==> src/rtl/fetch_pkg.sv <==
// Shared types and constants for the fetch stage and its buffer.
package fetch_pkg;

   localparam int unsigned INST_BYTES = 4;

   typedef struct packed {
      logic [31:0] pc;
      logic [31:0] inst;
   } fetch_entry_t;

   typedef enum logic {
      FS_RUN,
      FS_FAULT
   } fetch_state_t;

endpackage

==> src/rtl/fetch_stage_if.sv <==
// Bundle of the fetch stage's memory, redirect and decode-side signals.
interface fetch_stage_if;

   logic [31:0] imem_addr;
   logic [31:0] imem_inst;
   logic        redirect_valid;
   logic [31:0] redirect_pc;
   logic        out_valid;
   logic        out_ready;
   logic [31:0] out_pc;
   logic [31:0] out_inst;
   logic        fetch_fault;

   modport master (
      output imem_addr,
      input  imem_inst,
      input  redirect_valid,
      input  redirect_pc,
      output out_valid,
      input  out_ready,
      output out_pc,
      output out_inst,
      output fetch_fault
   );

   modport slave (
      input  imem_addr,
      output imem_inst,
      output redirect_valid,
      output redirect_pc,
      input  out_valid,
      output out_ready,
      input  out_pc,
      input  out_inst,
      input  fetch_fault
   );

endinterface

==> src/rtl/fetch_fifo.sv <==
// Power-of-two circular buffer of fetched entries; flush dominates push/pop.
module fetch_fifo
   import fetch_pkg::*;
#(
   parameter int unsigned DEPTH = 4,
   parameter type         T     = fetch_entry_t
) (
   input  logic clk,
   input  logic rst,
   input  logic push,
   input  logic pop,
   input  logic flush,
   input  T     din,
   output logic full,
   output logic empty,
   output T     head
);

   localparam int unsigned AW = $clog2(DEPTH);

   logic [AW-1:0] wr_ptr;
   logic [AW-1:0] rd_ptr;
   logic [AW:0]   count;
   T              mem [DEPTH];

   always_ff @(posedge clk) begin
      if (!rst && !flush && push) begin
         mem[wr_ptr] <= din;
      end
   end

   always_ff @(posedge clk) begin
      if (rst || flush) begin
         wr_ptr <= '0;
         rd_ptr <= '0;
         count  <= '0;
      end else begin
         if (push) wr_ptr <= wr_ptr + 1'b1;
         if (pop)  rd_ptr <= rd_ptr + 1'b1;
         unique case ({push, pop})
            2'b10:   count <= count + 1'b1;
            2'b01:   count <= count - 1'b1;
            default: count <= count;
         endcase
      end
   end

   assign full  = (count == (AW+1)'(DEPTH));
   assign empty = (count == '0);
   // Empty reads as zero so the reset/flush view of the head is deterministic.
   assign head  = empty ? '0 : mem[rd_ptr];

endmodule

==> src/rtl/fetch_stage.sv <==
// PC generator feeding a combinational instruction ROM, buffering {pc, inst}
// for decode and restarting on execute redirects.
module fetch_stage
   import fetch_pkg::*;
#(
   parameter logic [31:0] RESET_PC   = 32'h0000_0000,
   parameter int unsigned DEPTH      = 4,
   parameter int unsigned IMEM_WORDS = 32768
) (
   input logic           clk,
   input logic           rst,
   fetch_stage_if.master fs
);

   // 34 bits so a ROM covering the whole 4 GiB space does not overflow the limit.
   localparam logic [33:0] PC_LIMIT = 34'(IMEM_WORDS) * 34'(INST_BYTES);

   fetch_state_t state_q;
   fetch_state_t state_d;
   logic [31:0]  pc_q;
   logic         fault_q;
   logic         in_range;
   logic         push;
   logic         pop;
   logic         full;
   logic         empty;
   fetch_entry_t din;
   fetch_entry_t head;

   assign in_range = ({2'b00, pc_q} < PC_LIMIT);
   assign pop      = !empty && fs.out_ready;
   assign din      = '{pc: pc_q, inst: fs.imem_inst};

   always_comb begin
      state_d = state_q;
      push    = 1'b0;
      unique case (state_q)
         FS_RUN: begin
            if (fs.redirect_valid) begin
               state_d = FS_RUN;
            end else if (!in_range) begin
               state_d = FS_FAULT;
            end else begin
               push = !full || pop;
            end
         end
         FS_FAULT: begin
            if (fs.redirect_valid) state_d = FS_RUN;
         end
         default: state_d = FS_RUN;
      endcase
   end

   always_ff @(posedge clk) begin
      if (rst) begin
         state_q <= FS_RUN;
         pc_q    <= RESET_PC;
         fault_q <= 1'b0;
      end else begin
         state_q <= state_d;
         fault_q <= (state_d == FS_FAULT);
         if (fs.redirect_valid) begin
            pc_q <= fs.redirect_pc & ~32'h3;
         end else if (push) begin
            pc_q <= pc_q + 32'(INST_BYTES);
         end
      end
   end

   fetch_fifo #(
      .DEPTH (DEPTH),
      .T     (fetch_entry_t)
   ) u_fifo (
      .clk   (clk),
      .rst   (rst),
      .push  (push),
      .pop   (pop),
      .flush (fs.redirect_valid),
      .din   (din),
      .full  (full),
      .empty (empty),
      .head  (head)
   );

   assign fs.imem_addr   = pc_q;
   assign fs.out_valid   = !empty;
   assign fs.out_pc      = head.pc;
   assign fs.out_inst    = head.inst;
   assign fs.fetch_fault = fault_q;

endmodule

==> src/flat_wrapper.sv <==
// flat-port wrapper written by rule: the top's interface ports become plain ports
module fetch_stage_flat import fetch_pkg::*;
#(
   parameter logic [31:0] RESET_PC   = 32'h0000_0000,
   parameter int unsigned DEPTH      = 4,
   parameter int unsigned IMEM_WORDS = 32768
)
  (clk, rst, fs_imem_addr, fs_imem_inst, fs_redirect_valid, fs_redirect_pc, fs_out_valid, fs_out_ready, fs_out_pc, fs_out_inst, fs_fetch_fault);
  fetch_stage_if fs_i ();
  input logic clk;
  input logic rst;
  output wire logic [$bits(fs_i.imem_addr)-1:0] fs_imem_addr;
  input wire logic [$bits(fs_i.imem_inst)-1:0] fs_imem_inst;
  input wire logic [$bits(fs_i.redirect_valid)-1:0] fs_redirect_valid;
  input wire logic [$bits(fs_i.redirect_pc)-1:0] fs_redirect_pc;
  output wire logic [$bits(fs_i.out_valid)-1:0] fs_out_valid;
  input wire logic [$bits(fs_i.out_ready)-1:0] fs_out_ready;
  output wire logic [$bits(fs_i.out_pc)-1:0] fs_out_pc;
  output wire logic [$bits(fs_i.out_inst)-1:0] fs_out_inst;
  output wire logic [$bits(fs_i.fetch_fault)-1:0] fs_fetch_fault;
  assign fs_imem_addr = fs_i.imem_addr;
  assign fs_i.imem_inst = fs_imem_inst;
  assign fs_i.redirect_valid = fs_redirect_valid;
  assign fs_i.redirect_pc = fs_redirect_pc;
  assign fs_out_valid = fs_i.out_valid;
  assign fs_i.out_ready = fs_out_ready;
  assign fs_out_pc = fs_i.out_pc;
  assign fs_out_inst = fs_i.out_inst;
  assign fs_fetch_fault = fs_i.fetch_fault;
  fetch_stage #(.RESET_PC(RESET_PC), .DEPTH(DEPTH), .IMEM_WORDS(IMEM_WORDS)) u_core (.clk(clk), .rst(rst), .fs(fs_i));
endmodule
==> config.mk <==
export PLATFORM = sky130hd
export DESIGN_NAME = fetch_stage_flat
export DESIGN_NICKNAME = d
export VERILOG_FILES = /design/src/rtl/fetch_pkg.sv /design/src/rtl/fetch_stage_if.sv /design/src/rtl/fetch_fifo.sv /design/src/rtl/fetch_stage.sv /design/src/flat_wrapper.sv
export SDC_FILE = /design/constraint.sdc
export NUM_CORES = 1
export LEC_CHECK = 0
export CORE_UTILIZATION = 37
export DETAILED_ROUTE_END_ITERATION = 16
export SLEW_MARGIN = 30
export SYNTH_ARGS = -nofsm -noshare
export SYNTH_HDL_FRONTEND = slang
export SYNTH_SLANG_ARGS = --single-unit
==> constraint.sdc <==
create_clock -name clk -period 4.24 [get_ports clk]
set_input_delay 0.424 -clock clk [delete_from_list [all_inputs] [get_ports clk]]
set_output_delay 0.424 -clock clk [all_outputs]
set_load 0.05 [all_outputs]
# Word-level counts from Yosys, hierarchy flattened

Memories as Yosys holds them, arrays and structs flattened. A register that Yosys moved wholly into a read port is not among the register bits.
Index checks and enable logic that the tools add are counted.

$add $sub $neg: 5
Bitwise logic cells: 1
Equal/unequal tests: 3
Order comparisons: 1
Muxes and demuxes: 15
Reduce and logical (&&, ||, !) cells: 13

Operators with widths:

| kind                    | count |
|---|---|
| $mux W32                | 2 |
| $mux W64                | 1 |
| $add A32 B3 Y32 const B | 1 |
| $lt A32 B18 Y1 const B  | 1 |
| $mux W1                 | 8 |
| $pmux W3 S2             | 1 |
| $add A2 B1 Y2 const B   | 2 |
| $logic_not A1 Y1        | 4 |
| $mux W2                 | 2 |
| $reduce_bool A2 Y1      | 2 |
| $add A3 B1 Y3 const B   | 1 |
| $eq A3 B3 Y1 const B    | 1 |
| $logic_and A1 B1 Y1     | 3 |
| $logic_not A3 Y1        | 1 |
| $sub A3 B1 Y3 const B   | 1 |
| $eq A2 B1 Y1 const B    | 1 |
| $eq A2 B2 Y1 const B    | 1 |
| $logic_or A1 B1 Y1      | 2 |
| $pmux W1 S2             | 1 |
| $reduce_or A2 Y1        | 1 |
| $not A1 Y1              | 1 |

Output and inout bits: 98
Word-level logic and storage cells: 45
Register bits after elaboration: 40
Memories: 1
RAM bits: 256

Memory list:

| name              | words | width | read ports | clocked after memory_dff | write ports | RTL line         | source |
|---|---|---|---|---|---|---|---|
| u_core.u_fifo.mem | 4     | 64    | 1          | 1                        | 1           | fetch_fifo.sv:24 | `T mem [DEPTH];` |

# Longest topological paths before layout

Gate-level depths: netlist of the first run.

Depth after elaboration: 10
Gate-level depth with buffers: 12
Mapped depth without buffers: 10

# Hierarchy

Synthesis of the first run repeated with hierarchy kept, for this count alone.

Cell total of the unflattened synthesis: 646
Area, all modules: 11748.8 µm²

By module, submodules not included:

| module      | sequential area each (µm²) | cells each | area an instance (µm²) | instances |
|---|---|---|---|---|
| fetch_fifo  | 7867.5                     | 454        | 10113.4                | 1 |
| fetch_stage | 620.6                      | 192        | 1635.3                 | 1 |

# Worst setup path before layout of the first run

No wires, ideal clock.

Path type: flip-flop to flip-flop
Start: reg u_core.pc_q[25], in the netlist u_core.fs.imem_addr[25]
End: mem u_core.u_fifo.mem[0][0] (netlist name), enable pin
Clock period less this slack: 3579 ps
Arrival: 3152 ps
Cell stages (with the launch flop): 7
Path buffers: 2
Setup slack: 661 ps
Cells stage by stage: dfxtp_1 -> nor4_4 -> nand3_2 -> buf_6 -> clkbuf_1 -> nor2_1 -> and3_1

Word-level cells in the longest chain between the ends: 7

Ends and longest elaborated chain:

| element                       | RTL line          | source |
|---|---|---|
| start, declared               | fetch_stage.sv:20 | `logic [31:0] pc_q;` |
| start signal, assigned        | fetch_stage.sv:63 | `pc_q <= fs.redirect_pc & ~32'h3;` |
| start signal, assigned        | fetch_stage.sv:65 | `pc_q <= pc_q + 32'(INST_BYTES);` |
| $lt A32 B18 Y1                | fetch_stage.sv:30 | `assign in_range = ({2'b00, pc_q} < PC_LIMIT);` |
| $mux W1                       | fetch_stage.sv:41 | `end else if (!in_range) begin` |
| $mux W1                       | fetch_stage.sv:39 | `if (fs.redirect_valid) begin` |
| $mux W1                       | fetch_stage.sv:37 | `unique case (state_q)` |
| $logic_and A1 B1 Y1           | fetch_fifo.sv:27  | `if (!rst && !flush && push) begin` |
| $mux W1                       | fetch_fifo.sv:27  |  |
| $mux W1 (implied by the code) | fetch_fifo.sv:28  | `mem[wr_ptr] <= din;` |
| end, declared                 | fetch_fifo.sv:24  |  |

No other way between the ends.

==> summary by stage, run 1 <==
Routing
The via count of the routed design is roughly 6.2k. The first detailed-routing pass took 4 iterations. The initial detailed-routing violation count is approximately 330.

Using the TritonRoute via totals, the vias-per-cell ratio works out to about 5. The remaining design rule violation count is 0. After detailed routing, the average wire length per cell comes to around 20 um. In this run the remaining antenna-violating nets after routing total 0.

The final wirelength is about 24000 um.

Global route
Entering global routing, the biggest net connects 63 pins. The global-route wire length before repair is between 30000 and 40000 um. The number of antenna violations at the first check in global routing is 0. The total congestion overflow is 0.

The overall routing resource usage is 0.1572. The number of global-route vias before repair is 6301.

Synth
Of all flip-flops after synthesis, the portion carrying an async set or reset was 0. The top cell type by total area after synthesis is sky130_fd_sc_hd__edfxtp_1. The number of enable-type register cells in the synthesized netlist is between 200 and 250. In this run, synthesis produced a sequential element count of 288.

After synthesis, the largest family of logic cells by area is multiplexers. The share of the Yosys chip area taken by registers is 0.7199. The number of warning messages in the yosys log is 0. The most used flip-flop cell after synthesis is sky130_fd_sc_hd__edfxtp_1. The synthesized area per cell is between 15 and 20 um2. By area the synthesized netlist is led by sky130_fd_sc_hd__edfxtp_1, sky130_fd_sc_hd__mux4_2, sky130_fd_sc_hd__dfxtp_1. Of the total synthesized cell area, the portion taken by full adders, half adders and majority gates is 0.008300.

The area fraction of the dominant cell type after synthesis is 0.6500. The number of library cell types mapped by synthesis is 46. The area fraction in compound gates after synthesis is 0.02523. The xor/xnor cell area share of the yosys netlist is 0.003058. After synthesis, the share of cell area in mux cells is 0.1341. Synthesis produced ~640 cells. In this run the cell area of the synthesized design comes to roughly 11000 um2. Of the total synthesized cell area, the portion taken by AND, OR, NAND and NOR gates is 0.08835.

STA
Based on the critical path, the design can be clocked at up to approximately 290 MHz. The hold violation total from the final report is 0. The worst max-slew margin expressed relative to the limit is 0.4627. The post-route fraction of the period consumed by the critical path is 0.8146. Counting I/O delays and the setup requirement, the final critical path takes 3454 ps. Setup violations remaining at the end of the flow were counted as 0.

The slew at the pin closest to its max-slew limit is about 810 ps. Setup repair after global routing left no endpoint under its margin. The count of pins over their slew limit is 0. The clock skew after layout is approximately 11 ps. After routing, the total negative slack on setup checks comes to 0 ps. The tightest hold path in the finished design has a slack of 507.9 ps.

Pwr
The largest voltage drop on the vdd net is 0.2336 mV. The power density of the placed cells is ~440 nW/um2. The analysis attributes to cell leakage a power of between 4 and 5 nW. The completed layout was analyzed and its total power is approximately 6.4 mW.

Clock tree
The number of hold-repair buffers added at the cts stage is 0. The clock tree from TritonCTS is done. The post-cts repair resize count is 0. The insertion delay of the later-clocked pin in the worst-skew pair is 500 ps. The H-tree generated during clock tree synthesis spans 2 levels. Counting every sink on the clock net gives 288. The tree is rooted in a sky130_fd_sc_hd__clkbuf_16. Clock-pin slew was measured on the worst setup and hold paths at 60 ps. The number of clock buffers added by TritonCTS is 34. Buffers added to address setup during post-CTS repair amount to 0.

The clock tree buffer depth is 3.

Layout
Of the cells placed in the final design, the portion with a size suffix greater than 1 is 0.1647. At the end of the flow, the number of nets in the layout was 888. The core occupancy in the finished layout is 0.4826. From synthesis to final layout, the design area changed by 28.51%. Leaving out fill and tap cells, the most frequent cells in the layout are sky130_fd_sc_hd__edfxtp_1, sky130_fd_sc_hd__clkdlybuf4s50_1, sky130_fd_sc_hd__and2_1, sky130_fd_sc_hd__mux4_2, sky130_fd_sc_hd__nor2_1. The final instance count without filler cells is ~1.2k. The number of fill cells is between 2k and 3k. The leading cell type in the layout, fill and taps excluded is sky130_fd_sc_hd__edfxtp_1. 0 antenna diodes ended up in the layout.

Worst hold path
The tightest min-delay check is of the register to register type. For hold timing, the worst endpoint is u_core.u_fifo.count[2]. Counting instances, the worst hold path has a depth of 2. The launch point of the worst hold path is u_core.u_fifo.count[2].

Status
The run finished with clean final reports.

Placement
After legalization and detailed placement, the total HPWL measured ~15000 um. In this run the tool buffered the top-level ports with between 150 and 200 buffer cells. The number of placed cells counting well taps is 1173. The routability-driven placement congestion ratio is about 0.74.

Floorplan
After floorplanning, the core was sized to cover 30510 um2. The floorplan has 64 rows. 166 I/O pins were placed. The horizontal die dimension is approximately 180 um. The y dimension of the die is 178.0 um. The die area is approximately 32000 um2. The starting utilization of the core area is 0.3755.

Setup path
Of all nets on the critical path, the largest fanout is 23. The startpoint identified for the worst register-to-register timing path is u_core.fs.imem_addr[25]. The slowest stage of the critical path belongs to the cell sky130_fd_sc_hd__clkdlybuf4s50_1. The largest single stage delay on the critical path is roughly 760 ps.

The kind of capture point of the worst setup path is an output pin. For the worst flop-to-flop path, the logic depth is 5. The critical path goes through buf_4 -> mux4_2 -> and2_1 -> clkdlybuf4s50_1. The critical path class is register to output pin. Data arrives at the worst endpoint at roughly 3000 ps. The worst register-to-register path ends at u_core.u_fifo.mem[1][16].

The flop-to-flop setup slack is roughly 1200 ps. The startpoint type of the worst setup path is a register. For the worst setup path, the data required time is between 3000 and 4000 ps.

Run
The count of maximum capacitance violations is 0.
power by group:
part / switching (mW) / internal, mW / leakage, nW
registers: 0.0527 / 3.10 / 2.59
clock network: 1.07 / 1.86 / 0.561
logic: 0.199 / 0.136 / 1.57
total: 1.32 / 5.10 / 4.73
critical path: cells and delay by family, from the launching register on:
family / cells / cell delay [ps]
buf+inv: 2 / 1150
flops: 1 / 670
mux: 1 / 530
simple gates: 1 / 160
layer usage:
metal | vias up | wire [um] | share of wire | global-route usage
li1 | 2881 | - | - | -
met2 | 195 | 11470 | 0.47 | 0.2500
met3 | 37 | 1422 | 0.058 | 0.03090
met4 | 0 | 445 | 0.018 | 0.04452
met5 | - | 0 | 0 | 0
met1 | 3126 | 10990 | 0.45 | 0.2196
final cells by class:
class | count | area [um2] | share of cell area
repair buffers | 173 | 1774 | 0.1205
multi-input cells | 305 | 3004 | 0.2040
inverters | 11 | 41.29 | 0.002804
clock buffers | 46 | 979.7 | 0.06654
flip-flops and latches | 288 | 8255 | 0.5607
clock inverters | 15 | 173.9 | 0.01181
well taps | 396 | 495.5 | 0.03365
cell families (layout without fill, tap and decap cells):
logic type,count (synthesis),after routing
xor gates and xnor gates,4,4
adders and majority gates,7,7
buffers and inverters,53,245
DFF,288,288
AOI/OAI and AO/OA,40,40
and+or+nand+nor,174,174
muxes,76,76
other,1,4
worst max-delay path by stage:
stage,cells after the start,start,slack (ps),endpoint
final,4,register,790,fs_out_pc[13]
after global routing,4,register,570,fs_out_pc[13]
after CTS,4,register,690,fs_out_pc[13]
after detailed placement,12,fs_out_ready,980,u_core.u_fifo.count[2]
after global placement,12,fs_out_ready,1040,u_core.u_fifo.count[2]
after floorplan,6,u_core.fs.imem_addr[25],660,u_core.u_fifo.mem[0][0]
through the flow:
stage	setup WS [ps]	instance area [um2]
after detailed placement	975.6	13570
after CTS	689.3	14720
after floorplan	661.2	11470
after global routing	569.2	14720
after global placement	1035	13540
final	786.3	14720
synthesized netlist by cell type, types with 2 or more instances:
master / instances
sky130_fd_sc_hd__a2111oi_0: 2
sky130_fd_sc_hd__and2_1: 65
sky130_fd_sc_hd__a311oi_1: 8
sky130_fd_sc_hd__nor4_4: 3
sky130_fd_sc_hd__buf_4: 6
sky130_fd_sc_hd__o31ai_1: 7
sky130_fd_sc_hd__o21ai_1: 2
sky130_fd_sc_hd__a211oi_1: 2
sky130_fd_sc_hd__and3_1: 7
sky130_fd_sc_hd__nor3_1: 2
sky130_fd_sc_hd__mux4_2: 62
sky130_fd_sc_hd__edfxtp_1: 248
sky130_fd_sc_hd__o31a_1: 2
sky130_fd_sc_hd__nor2_1: 39
sky130_fd_sc_hd__nor4_1: 5
sky130_fd_sc_hd__clkbuf_1: 25
sky130_fd_sc_hd__inv_1: 11
sky130_fd_sc_hd__nand2_1: 15
sky130_fd_sc_hd__a21oi_1: 8
sky130_fd_sc_hd__or4_1: 7
sky130_fd_sc_hd__mux2i_1: 14
sky130_fd_sc_hd__and4_1: 2
sky130_fd_sc_hd__xor2_1: 3
sky130_fd_sc_hd__buf_1: 3
sky130_fd_sc_hd__nor3b_1: 2
sky130_fd_sc_hd__ha_1: 6
sky130_fd_sc_hd__nand3_1: 11
sky130_fd_sc_hd__or3_1: 8
sky130_fd_sc_hd__o21ai_0: 3
sky130_fd_sc_hd__buf_2: 7
sky130_fd_sc_hd__nand4_1: 4
sky130_fd_sc_hd__dfxtp_1: 40
state kept, by name, indices dropped and copies added, names as in the netlist, named ones only:
register and cells:
u_core.u_fifo.mem 248, u_core.fs.imem_addr 30, u_core.state_q 1, u_core.u_fifo.count 3, u_core.u_fifo.wr_ptr 2, u_core.u_fifo.rd_ptr 2
Power figures use the tool's default switching activity.
==> inputs of run 2 (changes only) <==
==> constraint.sdc (replaced) <==
create_clock -name clk -period 2.9 [get_ports clk]
set_input_delay 0.29 -clock clk [delete_from_list [all_inputs] [get_ports clk]]
set_output_delay 0.29 -clock clk [all_outputs]
set_load 0.05 [all_outputs]
==> summary by stage, run 2 (synthesized netlist as in run 1, its figures left out) <==
Placement
The post-detailed-placement cell area came to 13650 um2 (was 13570 um2). The total of buffers placed on input and output ports is 159 (unchanged). The routability-driven placement congestion ratio is 0.7543 (was 0.7441). The final HPWL from detailed placement was 15160 um (was 14720 um).

Global route
The overall routing resource usage is 0.1562 (was 0.1572). The number of antenna violations at the first check in global routing is 0 (unchanged). The largest net degree at the start of global routing came to 39 (was 63). The number of global-route vias before repair is 6389 (was 6301). The global-route wire length before repair is 37200 um (was 37140 um).

The total congestion overflow came to 0 (unchanged).

Layout
The number of fill cells is 2582 (was 2551). The number of flip-flops under the largest register name is 248 (unchanged). The core occupancy in the finished layout came to 0.4781 (was 0.4826). The proportion of layout cells with a drive suffix above 1 is 0.2265 (was 0.1647). The area of all placed cells without fillers is 14590 um2 (was 14720 um2). The area added between synthesis and finish is 27.30% (was 28.51%). The leading cell type in the layout, fill and taps excluded is sky130_fd_sc_hd__edfxtp_1 (unchanged). The layout net count was 903 (was 888). The register containing the most flip-flops in the final layout is u_core.u_fifo.mem (unchanged).

Highest-count cells in the layout ignoring fill and taps: sky130_fd_sc_hd__edfxtp_1, sky130_fd_sc_hd__clkdlybuf4s50_1, sky130_fd_sc_hd__and2_1, sky130_fd_sc_hd__buf_4, sky130_fd_sc_hd__mux4_2 (was sky130_fd_sc_hd__edfxtp_1, sky130_fd_sc_hd__clkdlybuf4s50_1, sky130_fd_sc_hd__and2_1, sky130_fd_sc_hd__mux4_2, sky130_fd_sc_hd__nor2_1). The antenna diode count is 0 (unchanged).

Floorplan
The total I/O pin count is 166 (unchanged). The floorplan core area came to 30510 um2 (unchanged). The starting utilization of the core area is 0.3755 (unchanged). The die area came to 31670 um2 (unchanged).

The horizontal die dimension is 178.0 um (unchanged). The row count is 64 (unchanged). The y dimension of the die is 178.0 um (unchanged).

Clock tree
The clock tree buffer depth was 3 (unchanged). The cell chosen for the clock root is sky130_fd_sc_hd__clkbuf_16 (unchanged). The number of buffers created by CTS is 30 (was 34). The level count of the clock H-tree was 1 (was 2). The clock tree from TritonCTS is done (unchanged). The clock input transition at the sequential cells of the worst setup and hold paths is 60 ps (about the same). The insertion delay of the later-clocked pin in the worst-skew pair is 540 ps (was 500 ps). The count of clock tree sinks is 288 (unchanged). The number of hold-repair buffers added at the cts stage is 0 (unchanged).

Run
The count of maximum capacitance violations is 0 (unchanged).

STA
The clock skew after layout is 10.40 ps (was 11.22 ps). The slew at the pin closest to its max-slew limit is 558.8 ps (was 806.0 ps). RSZ-0062 raised after global routing: false (unchanged). The count of pins over their slew limit is 0 (unchanged). The total negative slack for setup checks was 0 ps (unchanged). Static timing analysis puts the maximum clock frequency at between 300 and 400 MHz. The worst max-slew margin expressed relative to the limit came to 0.6263 (was 0.4627). The hold violation total from the final report was 0 (unchanged). The number of endpoints failing setup at the final stage is 0 (unchanged). The hold slack came to 265.4 ps (was 507.9 ps). The post-route fraction of the period consumed by the critical path is 0.9415. Subtracting the final worst setup slack from the clock period gives 2730 ps.

Setup path
The top fanout value on the critical path is 38 (was 23). The startpoint type of the worst setup path is a register (unchanged). The flop-to-flop setup slack is 490 ps (was 1240 ps). The required time at the endpoint of the critical path came to 2610 ps (was 3820 ps). The kind of capture point of the worst setup path is an output pin (unchanged).

The worst path arrival time came to 2440 ps (was 3030 ps). The critical path class was register to output pin (unchanged).

Pwr
The total power is 8.828 mW (was 6.425 mW). The largest voltage drop on the vdd net was 0.5408 mV (was 0.2336 mV). The power density of the placed cells was 605.3 nW/um2 (was 436.4 nW/um2).

The reported leakage power is 4.945 nW (was 4.727 nW).

Routing
The number of detailed-routing iterations run before antenna repair is 6 (was 4). The final wirelength is 24510 um (was 24330 um). The number of routed nets with antenna violations came to 0 (unchanged). The remaining design rule violation count came to 0 (unchanged). The via count of the routed design is 6343 (was 6239). The initial detailed-routing violation count was 338 (was 329). The routed wire length per instance is 19.64 um (was 19.71 um). The via density per instance was 5.083 (was 5.056).

Status
Run status: complete, no violations (unchanged).

Worst hold path
The class of the worst hold path is input port to register (was register to register).
run 2: what timing repair did:
action / 4_1_cts / 5_1_grt
setup endpoints to repair: 24 / 0
gates resized for setup: 24 / 0
setup buffers: 0 / 0
run 2: final timing paths:
path | start | to | cells after the start
worst max register to register | u_core.u_fifo.count[0] | u_core.u_fifo.count[2] | 10
worst min-delay path | fs_redirect_valid | u_core.fs.imem_addr[15] | 4
worst min register to register | u_core.u_fifo.count[2] | u_core.u_fifo.count[2] | 2
worst max-delay path | register | fs_out_pc[13] | 5
run 2: layout make-up:
cell class                 instances  area, um2  area share
clock buffer                      38      832.0     0.05705
inverter                          11      41.29    0.002831
sequential                       288       8255      0.5660
tap                              396      495.5     0.03397
multi-input combinational        305       3004      0.2060
clock inverter                    18      137.6    0.009436
timing repair buffer             192       1819      0.1247
run 2: power by group:
part | total, mW | internal [mW] | switching (mW) | leakage (nW)
clock | 3.70 | 2.19 | 1.51 | 0.478
sequential | 4.60 | 4.54 | 0.0590 | 2.59
combinational | 0.533 | 0.218 | 0.315 | 1.87
run 2: layer usage:
layer,vias up,GRT usage,share of wire
met5,-,0,0
li1,2903,-,-
met2,202,0.2521,0.47
met4,0,0.04879,0.026
met1,3192,0.2169,0.45
met3,46,0.02494,0.057
run 2: through the flow:
| step | std cells | setup WS (ps) |
|---|---|---|
| final | 1248 | 169.8 |
| after global placement | 1187 | 190.7 |
| after detailed placement | 1192 | 173.3 |
| after CTS | 1248 | 95.57 |
| after floorplan | 646 | 3.974 |
| after global routing | 1248 | 12.80 |
run 2: worst max-delay path: stages (launching register included):
cell and delay [ps]:
sky130_fd_sc_hd__dfxtp_4 350, sky130_fd_sc_hd__buf_12 300, sky130_fd_sc_hd__buf_12 300, sky130_fd_sc_hd__mux4_2 520
sky130_fd_sc_hd__and2_1 190, sky130_fd_sc_hd__buf_4 190
==> RTL change (flow settings as in run 1) <==
`DEPTH` is set to 4 in 3 places; all go to 2.
--- a/src/rtl/fetch_fifo.sv
+++ b/src/rtl/fetch_fifo.sv
@@ -2,7 +2,7 @@
 module fetch_fifo
    import fetch_pkg::*;
 #(
-   parameter int unsigned DEPTH = 4,
+   parameter int unsigned DEPTH = 2,
    parameter type         T     = fetch_entry_t
 ) (
    input  logic clk,
--- a/src/rtl/fetch_stage.sv
+++ b/src/rtl/fetch_stage.sv
@@ -4,7 +4,7 @@
    import fetch_pkg::*;
 #(
    parameter logic [31:0] RESET_PC   = 32'h0000_0000,
-   parameter int unsigned DEPTH      = 4,
+   parameter int unsigned DEPTH      = 2,
    parameter int unsigned IMEM_WORDS = 32768
 ) (
    input logic           clk,
--- a/src/flat_wrapper.sv
+++ b/src/flat_wrapper.sv
@@ -2,7 +2,7 @@
 module fetch_stage_flat import fetch_pkg::*;
 #(
    parameter logic [31:0] RESET_PC   = 32'h0000_0000,
-   parameter int unsigned DEPTH      = 4,
+   parameter int unsigned DEPTH      = 2,
    parameter int unsigned IMEM_WORDS = 32768
 )
   (clk, rst, fs_imem_addr, fs_imem_inst, fs_redirect_valid, fs_redirect_pc, fs_out_valid, fs_out_ready, fs_out_pc, fs_out_inst, fs_fetch_fault);
Formal check against the unedited RTL: not equivalent (a bounded check fails within 4 cycles, from zero or initial values and one cycle with rst high).
==> RTL change against run 1 <==
Clock skew barely moved; core utilization rose by 3.9 points; worst hold slack improved by 0.014 ns; first-iteration DRC count fell by 29%; sequential cell count fell by 128; critical path depth did not move; setup slack improved by 0.29 ns; power fell by 44%; cell area fell by 38%; routed wire length fell by 39%; sequential power fell by 44%; synthesized area fell by 42%; critical path type unchanged; largest cell class unchanged.
==> RTL change: results (changes against run 1) <==
status complete, no violations (unchanged); Clock Latency Late Sink 0.41 ns (was 0.50 ns); Post-synth EDFFs 124 (was 248); Max transition margin 39.85% (was 46.27%); internal power 2.754 mW (was 5.102 mW); seq pwr 1.76 mW (was 3.16 mW); top cells by count, synth 124 x edfxtp_1, 91 x nor2_1, 76 x mux2i_1 (was 248 x edfxtp_1, 65 x and2_1, 62 x mux4_2); M3 GR Usage 3.430% (was 3.090%); global-route track usage on met2 27.24% (was 25.00%); met1 WL 6.389 mm (was 10.99 mm); placed cell areas 0.008486 sq mm (was 0.01357 sq mm); Slowest-stage cell, CP dfxtp_4 (was clkdlybuf4s50_1); Final HPWL DP 9.809 mm (was 14.72 mm); sequential area share after synthesis 66.83% (was 71.99%); GR Util met1 20.71% (was 21.96%); vias in the first global route 4242 (was 6301); Hold Path Origin u_core.u_fifo.rd_ptr (was u_core.u_fifo.count[2]); buffers from clock root to sink, at most 2 (was 3); GP Congestion 0.7798 (was 0.7441); fillers 1479 (was 2551); power share of the clock group 41.8% (was 45.6%); Static Leak 2.986 nW (was 4.727 nW); global-route usage over all layers 16.32% (was 15.72%); CTS Buf Count 17 (was 34); share of post-route cells with drive strength above 1 9.712% (was 16.47%); metal3 WL 688 um (was 1.422 mm); max reg flops 124 (was 248); first-pass GRT wire length 22.51 mm (was 37.14 mm); Worst Skew 0.01141 ns (was 0.01122 ns); Yosys cell types 50 (was 46); Synth area leaders edfxtp_1 56%, mux2i_1 11%, dfxtp_1 11% (was edfxtp_1 65%, mux4_2 12%, dfxtp_1 7.0%); crit-path max cell delay 0.93 ns (was 0.76 ns); Worst Path Arrival 2.74 ns (was 3.03 ns); post-DR vias/cell 4.926 (was 5.056); critical path peak fanout 48 (was 23); largest net degree at the start of global routing 51 (was 63); detailed-routed wire length on met2 7.583 mm (was 11.47 mm); Layout Nets 716 (was 888); cts repair resizes 0 (unchanged); pre-CTS setup slack 1.441 ns (was 0.9756 ns); Clock H-tree levels 4 (was 2); FP Rows 48 (was 64)
[RTL change: changes by cell type in the layout (fill, tap and decap cells not counted), sizes merged, moves of 26 or more]
cell	before	now
edfxtp	248	124
and2	65	3
mux2i	14	76
mux4	62	0
nor2	39	91
clkbuf	46	20
[RTL change: path summary, 6_finish.rpt]
path,endpoint,slack [ns],cells past startpoint
max,fs_out_inst[14],1.07,4
min,u_core.u_fifo.rd_ptr,0.52,2
max reg2reg,u_core.u_fifo.mem[1][12],1.59,4
min reg2reg,u_core.u_fifo.rd_ptr,0.52,2
[RTL change: tightest hold or removal path: cells and delay by family, from the launching register on]
| kind | cells | cell delay [ns] |
|---|---|---|
| xor+xnor | 1 | 0.09 |
| flops | 1 | 0.32 |
| simple gates | 1 | 0.08 |
[RTL change: kinds of logic (layout without fill, tap and decap cells)]
group,count (synthesis),in the layout,share of synthesized area [%]
and+or+nand+nor,165,165,13.32
DFF,160,160,66.83
muxes,76,76,11.44
buffers and inverters,43,212,3.085
AOI/OAI and AO/OA,37,37,4.497
xor gates and xnor gates,3,3,0.3952
adders and majority gates,2,2,0.3762
other,1,4,0.05639
[RTL change: stage by stage]
step	cells	utilization (%)	total power, mW	setup TNS, ns
after floorplan	490	-	1.978	-129.16
after global placement	852	48.72	2.115	0
after detailed placement	852	48.72	2.122	0
after CTS	884	52.10	3.628	0
after global routing	884	52.11	3.711	0
final	884	52.11	3.584	0
[RTL change: cell type report]
type,count,area [sq um],share of cell area [%]
clock buffers,20,456.7,5.032
clock inverters,12,131.4,1.447
inverters,10,37.54,0.4136
multi-input cells,287,2049,22.58
flip-flops and latches,160,4448,49.01
well taps,225,281.5,3.102
repair buffers,170,1672,18.42
